`src/rtl/nvram_pkg.sv`:
```
// Shared constants and FSM state type for the high-score NVRAM bridge.
// Used by nvram_hps_bridge; see that file for the NVRAM_AUTOSAVE_EN option.
package nvram_pkg;

    localparam int         NV_DEPTH         = 256;
    localparam int         NV_ADDR_W        = 8;
    localparam logic [7:0] NV_INDEX_DEFAULT = 8'd4;

    typedef enum logic [2:0] {
        IDLE     = 3'd0,
        DL_HOLD  = 3'd1,
        DL_WRITE = 3'd2,
        UL_ADDR  = 3'd3,
        UL_DATA  = 3'd4,
        UL_OUT   = 3'd5,
        RECALL   = 3'd6
    } nv_bridge_state_t;

endpackage

```
`src/rtl/nvram_hps_bridge.sv`:
```
// Moves the NVRAM shadow array between the HPS ioctl channel and the X2212 core.
// Define NVRAM_AUTOSAVE_EN to add the dirty output for OSD autosave.
module nvram_hps_bridge
    import nvram_pkg::*;
#(
    parameter logic [7:0] NV_INDEX = NV_INDEX_DEFAULT,
    parameter int         DEPTH    = NV_DEPTH
) (
    input  logic                 clk,
    input  logic                 reset_n,
    input  logic                 ioctl_download,
    input  logic                 ioctl_upload,
    input  logic [7:0]           ioctl_index,
    input  logic                 ioctl_wr,
    input  logic                 ioctl_rd,
    input  logic [24:0]          ioctl_addr,
    input  logic [7:0]           ioctl_dout,
    output logic [7:0]           ioctl_din,
    output logic                 ioctl_wait,
    input  logic                 store_busy,
    input  logic                 store_pulse,
    output logic                 sh_sel,
    output logic [NV_ADDR_W-1:0] sh_addr,
    output logic                 sh_we,
    output logic [7:0]           sh_din,
    input  logic [7:0]           sh_dout,
    output logic                 recall_req,
`ifdef NVRAM_AUTOSAVE_EN
    output logic                 dirty,
`endif
    output logic                 loaded
);

    nv_bridge_state_t state;

    logic                 nv_sel;
    logic                 addr_ok;
    logic                 wr_hit;
    logic                 rd_hit;
    logic [NV_ADDR_W-1:0] buf_addr;
    logic [7:0]           buf_data;
    logic [NV_ADDR_W-1:0] ul_addr;
    logic                 ul_oor;
    logic                 got_byte;
    logic                 rec_pend;
    logic                 dl_q1;
    logic                 dl_q2;
    logic                 dl_fall;

    assign nv_sel  = (ioctl_index == NV_INDEX);
    assign addr_ok = (ioctl_addr < 25'(DEPTH));
    assign wr_hit  = nv_sel & ioctl_download & ioctl_wr & addr_ok;
    // A write strobe always shadows a read strobe in the same cycle.
    assign rd_hit  = nv_sel & ioctl_upload & ioctl_rd & ~ioctl_wr;
    assign dl_fall = dl_q2 & ~dl_q1;

    always_ff @(posedge clk) begin
        if (!reset_n) begin
            state      <= IDLE;
            ioctl_wait <= 1'b0;
            ioctl_din  <= 8'h00;
            buf_addr   <= '0;
            buf_data   <= 8'h00;
            ul_addr    <= '0;
            ul_oor     <= 1'b0;
            got_byte   <= 1'b0;
            rec_pend   <= 1'b0;
            loaded     <= 1'b0;
            dl_q1      <= 1'b0;
            dl_q2      <= 1'b0;
        end else begin
            dl_q1 <= ioctl_download & nv_sel;
            dl_q2 <= dl_q1;
            // Remember an end-of-download seen while busy elsewhere.
            if (dl_fall) rec_pend <= 1'b1;

            unique case (state)
                IDLE: begin
                    if (wr_hit) begin
                        buf_addr <= ioctl_addr[NV_ADDR_W-1:0];
                        buf_data <= ioctl_dout;
                        if (store_busy) begin
                            ioctl_wait <= 1'b1;
                            state      <= DL_HOLD;
                        end else begin
                            state <= DL_WRITE;
                        end
                    end else if (rd_hit) begin
                        ul_addr    <= ioctl_addr[NV_ADDR_W-1:0];
                        ul_oor     <= ~addr_ok;
                        ioctl_wait <= 1'b1;
                        state      <= UL_ADDR;
                    end else if (dl_fall | rec_pend) begin
                        rec_pend <= 1'b0;
                        if (got_byte) state <= RECALL;
                    end
                end
                DL_HOLD: begin
                    if (!store_busy) state <= DL_WRITE;
                end
                DL_WRITE: begin
                    got_byte   <= 1'b1;
                    ioctl_wait <= 1'b0;
                    state      <= IDLE;
                end
                UL_ADDR: begin
                    state <= UL_DATA;
                end
                UL_DATA: begin
                    ioctl_din <= ul_oor ? 8'h00 : sh_dout;
                    state     <= UL_OUT;
                end
                UL_OUT: begin
                    ioctl_wait <= 1'b0;
                    state      <= IDLE;
                end
                RECALL: begin
                    loaded   <= 1'b1;
                    got_byte <= 1'b0;
                    state    <= IDLE;
                end
                default: begin
                    state <= IDLE;
                end
            endcase
        end
    end

    assign sh_sel     = (state == DL_WRITE) | (state == UL_ADDR)
                      | (state == UL_DATA);
    assign sh_we      = (state == DL_WRITE);
    assign sh_addr    = sh_we ? buf_addr : (sh_sel ? ul_addr : '0);
    assign sh_din     = sh_we ? buf_data : 8'h00;
    assign recall_req = (state == RECALL);

`ifdef NVRAM_AUTOSAVE_EN
    logic ul_q;
    logic ul_fall;

    assign ul_fall = ul_q & ~(ioctl_upload & nv_sel);

    always_ff @(posedge clk) begin
        if (!reset_n) begin
            ul_q  <= 1'b0;
            dirty <= 1'b0;
        end else begin
            ul_q <= ioctl_upload & nv_sel;
            // A fresh store outranks a save finishing in the same cycle.
            if (store_pulse)  dirty <= 1'b1;
            else if (ul_fall) dirty <= 1'b0;
        end
    end
`else
    logic unused_store;
    assign unused_store = store_pulse;
`endif

endmodule
```
`config.mk`:
```
export PLATFORM = sky130hd
export DESIGN_NAME = nvram_hps_bridge
export DESIGN_NICKNAME = d
export VERILOG_FILES = /design/src/rtl/nvram_pkg.sv /design/src/rtl/nvram_hps_bridge.sv
export SDC_FILE = /design/constraint.sdc
export NUM_CORES = 1
export LEC_CHECK = 0
export ABC_AREA = 0
export BUFFER_PORTS_ARGS = -buffer_cell sky130_fd_sc_hd__buf_2
export CELL_PAD_IN_SITES_DETAIL_PLACEMENT = 0
export CELL_PAD_IN_SITES_GLOBAL_PLACEMENT = 1
export CORE_ASPECT_RATIO = 1.25
export CORE_MARGIN = 10
export CORE_UTILIZATION = 34
export DETAILED_ROUTE_END_ITERATION = 8
export GPL_TIMING_DRIVEN = 0
export PLACE_DENSITY_LB_ADDON = 0.1
export SYNTH_ARGS = -nofsm -noshare
export SYNTH_HDL_FRONTEND = slang
export SYNTH_SLANG_ARGS = --single-unit
```
`constraint.sdc`:
```
create_clock -name clk -period 2.2 [get_ports clk]
set_input_delay 0.22 -clock clk [delete_from_list [all_inputs] [get_ports clk]]
set_output_delay 0.22 -clock clk [all_outputs]
set_load 0.005 [all_outputs]
```
Yosys cells after proc, flatten, opt, wreduce, memory -nomap -nowiden
Index checks and enable logic that the tools add are counted.
{"block": "totals", "latchBits": 0, "output_inout_bits": 29, "n_memories": 0, "ram_bits": 0, "register_bits": 42, "rom_bits": 0}
{"block": "classes", "n_mux": 21, "eq_ne": 12, "shifts": 0, "multipliers": 0, "div_mod_pow": 0, "n_reduce_logical": 8, "bitwise_logic": 14, "n_lt_le_gt_ge": 1, "add_sub_neg": 0}
{"operator": "two-way mux 8 bit", "count": 4}
{"operator": "less-than comparator 25 x 9 -> 1 bit, second input constant", "count": 1}
{"operator": "two-way mux 3 bit", "count": 5}
{"operator": "case mux 3 bit (4 select lines)", "count": 1}
{"operator": "equality test 3 bit, second input constant", "count": 3}
{"operator": "AND reduction 3 bit", "count": 3}
{"operator": "equality test 8 x 3 -> 1 bit, second input constant", "count": 1}
{"operator": "two-way mux 1 bit", "count": 8}
{"operator": "inequality test 4 bit, second input constant", "count": 2}
{"operator": "bitwise AND 1 bit", "count": 7}
{"operator": "equality test 3 x 2 -> 1 bit, second input constant", "count": 2}
{"operator": "inequality test 3 bit, second input constant", "count": 2}
{"operator": "NOT 1 bit", "count": 4}
{"operator": "case mux 1 bit (2 select lines)", "count": 2}
{"operator": "nonzero test 2 bit", "count": 2}
{"operator": "equality test 3 x 1 -> 1 bit, second input constant", "count": 1}
{"operator": "logical NOT 3 bit", "count": 1}
{"operator": "bitwise OR 1 bit", "count": 3}
{"operator": "two-way mux 2 bit", "count": 1}
{"operator": "inequality test 2 bit, second input constant", "count": 1}
{"operator": "AND reduction 2 bit", "count": 1}
{"operator": "OR reduction 2 bit", "count": 1}

Longest topological paths before layout
{"block": "logic_depth", "depth_word": 7, "depth_mapped": 7, "depth_no_buf": 6}

Worst setup path after synthesis
No wires, ideal clock.
{"block": "synth_timing", "kind": "register -> register", "from": "register state[2]", "to": "register buf_addr[2]", "path_stages_with_launch": 8, "arrival_time_ps": 1671, "path_slack_ps": 412, "path_buffers": 2, "period_less_slack_ps": 1788, "cell_sequence": "dfxtp_1 > buf_2 > inv_1 > nand2_1 > nor4_4 > buf_8 > mux2i_1 > nor2b_1"}
{"block": "synth_via", "elab_chain_len": 2}
{"item": "start: declaration", "line_no": "nvram_hps_bridge.sv:34", "source": "nv_bridge_state_t state;"}
{"item": "start signal: assignment", "line_no": "nvram_hps_bridge.sv:59", "source": "state <= IDLE;"}
{"item": "start signal: assignment", "line_no": "nvram_hps_bridge.sv:84", "source": "state <= DL_HOLD;"}
{"item": "start signal: assignment", "line_no": "nvram_hps_bridge.sv:86", "source": "state <= DL_WRITE;"}
{"item": "logical NOT 3 bit", "line_no": "nvram_hps_bridge.sv:77", "source": "unique case (state)"}
{"item": "AND reduction 2 bit (no source line)"}
{"item": "end signal: assignment", "line_no": "nvram_hps_bridge.sv:80", "source": "buf_addr <= ioctl_addr[NV_ADDR_W-1:0];"}
{"item": "end: declaration", "line_no": "nvram_hps_bridge.sv:40", "source": "logic [NV_ADDR_W-1:0] buf_addr;"}
No other way between the ends.
A chain may end at the register's enable or synchronous reset.

Worst setup path in the final report
{"block": "layout_timing", "from": "register state[1]", "to": "output sh_addr[4]"}
{"block": "layout_via", "elab_chain_len": 5, "elab_cells_between_ends": 7}
{"item": "equality test 3 x 2 -> 1 bit, on equally long branches", "line_no": "nvram_hps_bridge.sv:129, nvram_hps_bridge.sv:131"}
{"item": "bitwise OR 1 bit", "line_no": "nvram_hps_bridge.sv:129", "source": "assign sh_sel = (state == DL_WRITE) | (state == UL_ADDR)"}
{"item": "bitwise OR 1 bit", "line_no": "nvram_hps_bridge.sv:130", "source": "| (state == UL_DATA);"}
{"item": "two-way mux 8 bit", "line_no": "nvram_hps_bridge.sv:132", "source": "assign sh_addr = sh_we ? buf_addr : (sh_sel ? ul_addr : '0);"}
{"item": "two-way mux 8 bit *", "line_no": "nvram_hps_bridge.sv:132"}
{"item": "end: declaration", "line_no": "nvram_hps_bridge.sv:23", "source": "output logic [NV_ADDR_W-1:0] sh_addr,"}
Mark *: on every way between the ends. The rest lies on a longest branch, timed or not.

==> flow_summary.toml <==
[timing]
finalCriticalPeriod_ps = 2027
slew_headroom_pct = 46.81
setup_violations = 0
clock_skew_ps = 9.404
whs_ps = 170.8
hold_viol = 0
slew_violations = 0
worst_pin_slew_ps = 797.9
finalCritPeriodShare_pct = 92.13
fmax_mhz = 493.4
rsz0062_at_grt = "no"

[cts]
cts_hold_buf = 0
clk_pin_slew_worst_paths_ps = 80
cts_buffers = 5
clockBufferDepth = 2
insertion_delay_ps = 290
cts_max_level = 2
cts.sinks = 42
cts_tree = "done"
root_buffer = "clkbuf_8"

[placement]
io_buffers = 84
dp.cells = 368
placed_cell_area_sq_mm = 0.002527
routabilityCongestion = 0.7792
dpl.hpwl_mm = 4.378

[synth]
avgSynthCellArea_sq_um = 9.286
yosysSeqAreaShare_pct = 41.53
yosys_warnings = 0
synth.net_count = 275
yosysMostFrequentCell = "dfxtp_1"
synth_enable_flop_cells = 0
synthCells = 218
ys_async_sr_fraction_pct = 0
yosysTopAreaCellShare_pct = 41.53
synth.area.top_cells = "dfxtp_1, mux2i_1, nor2b_1"
synth_area_sq_mm = 0.002024
ys_ff_latch = 42
yosysUniqueCellTypes = 36
ys.flop_type = "dfxtp_1"
yosys.area.top_type = "dfxtp_1"
synth_common_cells = "dfxtp_1, nor2b_1, mux2i_1, nand2_1, a21oi_1"

[power]
swShare_pct = 22.48
intPower_mw = 1.031
pwr-share-seq_pct = 57.1
power_density_mw_per_mm2 = 495.6
power.share.combinational_pct = 7.0
ir_drop_uv = 280.6
p_leak_nw = 1.148
clockPowerShare_pct = 35.9
net-switching-power_mw = 0.2990

[worst_setup_path]
arrival_ps = 1810
regToRegSetupSlack_ps = 470
path_max_fanout = 11
cp.required_ps = 1980
reg2reg_from = "state[2]$_SDFFE_PN0P_"
critical_path_class = "reg -> out"
setup.worst_path.start_class = "flop"
r2r_end = "buf_addr[4]$_SDFFE_PN0P_"
worstRegToRegCells = 8
cp-end-kind = "output pin"

[global_routing]
grt_pass1_wl_mm = 9.363
grt_max_degree = 13
grt_overflow = 0
grt_pass1_vias = 1972
grt_usage_pct = 12.35
antenna_found_initial = 0

[detailed_routing]
drc = 0
viasPerCell = 4.854
wl_mm = 5.752
routed-via-count = 1859
wl_per_cell_microns = 15.02
dr.first_iter.drc_count = 51
ant_nets = 0
drtPass1Iterations = 4

[worst_hold_path]
hp-start = "ioctl_download"
hold_path_depth = 3
hold_path_class = "in -> reg"
hold_end = "dl_q1$_SDFF_PN0_"

[die]
ios = 86
die_w_microns = 89.02
die_h_microns = 106.3
coreArea_sq_mm = 0.005779
die_area_sq_mm = 0.009460
start_util_pct = 35.03
rows = 31

[layout]
fill_cells = 587
diodes = 0
stdcell_area_sq_mm = 0.002684
area_delta_synth_final_pct = 32.57
stdcell_count = 383
layout.nets = 374
drive_gt1_share_pct = 36.59

[flow_run]
maxCapViolCount = 0

[status]
status = "completed"
## how the worst max path moves through the flow
stage,start,to,cells past startpoint
floorplan,state[2]$_SDFFE_PN0P_,buf_addr[2]$_SDFFE_PN0P_,7
CTS,state[2]$_SDFFE_PN0P_,buf_addr[4]$_SDFFE_PN0P_,7
global route,state[1]$_SDFFE_PN0P_,sh_addr[7],5
global placement,state[1]$_SDFFE_PN0P_,sh_addr[2],7
finish,state[1]$_SDFFE_PN0P_,sh_addr[4],7
detailed placement,state[1]$_SDFFE_PN0P_,sh_addr[2],7
## worst max-delay path: stages (launching register included)
cell and delay [ps]:
dfxtp_1 440, inv_1 130, nor2_4 240, nand2_4 160, clkinvlp_2 200, nand2_1 80
a21oi_1 130, buf_2 140
## registers in the layout, summed over array words and instances, names as in the netlist, 3 cells and up
| name | flops |
|---|---|
| ul_addr | 8 |
| buf_addr | 8 |
| ioctl_din | 8 |
| state | 3 |
| buf_data | 8 |
## area by class of cell
type,count,area [sq um],share of cell area [%]
sequential,42,840.8,31.33
timing repair buffer,91,473.0,17.62
multi-input combinational,159,1121,41.77
buffer,11,55.05,2.051
clock inverter,1,7.507,0.2797
tap,66,82.58,3.077
clock buffer,6,72.57,2.704
timing repair inverter,1,5.005,0.1865
inverter,6,26.28,0.9790
## metal layers
layer  vias to the layer above  part of all wire (%)  global-route usage [%]
met5                         -                     0                       0
met4                         0                   1.1                   3.075
met3                         6                   7.6                   4.584
met2                        48                    51                   21.58
met1                       854                    41                   13.64
li1                        951                     -                       -
## cell usage in the layout (no fill, tap or decap), types with 2 or more instances in the layout
cell,n
buf_2,86
dfxtp_1,42
nor2b_1,34
mux2i_1,24
nand2_1,22
a21oi_1,21
and3_1,9
nor3b_1,9
clkbuf_1,8
buf_4,7
inv_1,5
nor4_4,5
o21ai_0,5
clkbuf_8,5
nand3_1,4
nor3_1,3
clkinvlp_4,2
nor2_1,2
o21a_1,2
## power by group through the flow
stage                     Sequential (mW)  Combinational, mW  Clock (mW)
after floorplan                     0.777             0.0285           0
after global placement              0.778             0.0933           0
after detailed placement            0.778             0.0949           0
after CTS                           0.760             0.0954       0.496
after global routing                0.760              0.103       0.532
final                               0.760             0.0937       0.477
## through the flow
step,setup slack (ps),power [mW],setup TNS (ps),util (%)
5_1_grt,32.49,1.394,0,46.44
3_5_place_dp,-96.91,0.8724,-613.0,43.73
2_1_floorplan,412.5,0.8060,0,-
4_1_cts,35.95,1.351,0,45.29
6_report,173.1,1.330,0,46.44
3_3_place_gp,-209.2,0.8708,-1438,43.73
## logic make-up (layout without fill, tap and decap cells)
| group | after synthesis | count (layout) | share of synthesized area (%) |
|---|---|---|---|
| mux | 24 | 24 | 11.87 |
| compound gates | 33 | 33 | 9.394 |
| simple gates | 102 | 102 | 33.37 |
| flops | 42 | 42 | 41.53 |
| buf+inv | 17 | 116 | 3.832 |
## repair_timing
action	in CTS	in global routing
setup buffers	0	7
pin swaps	0	1
cloned	0	1
gates resized for setup	3	2
endpoints found under the setup margin	9	18
Power figures use the tool's default switching activity.
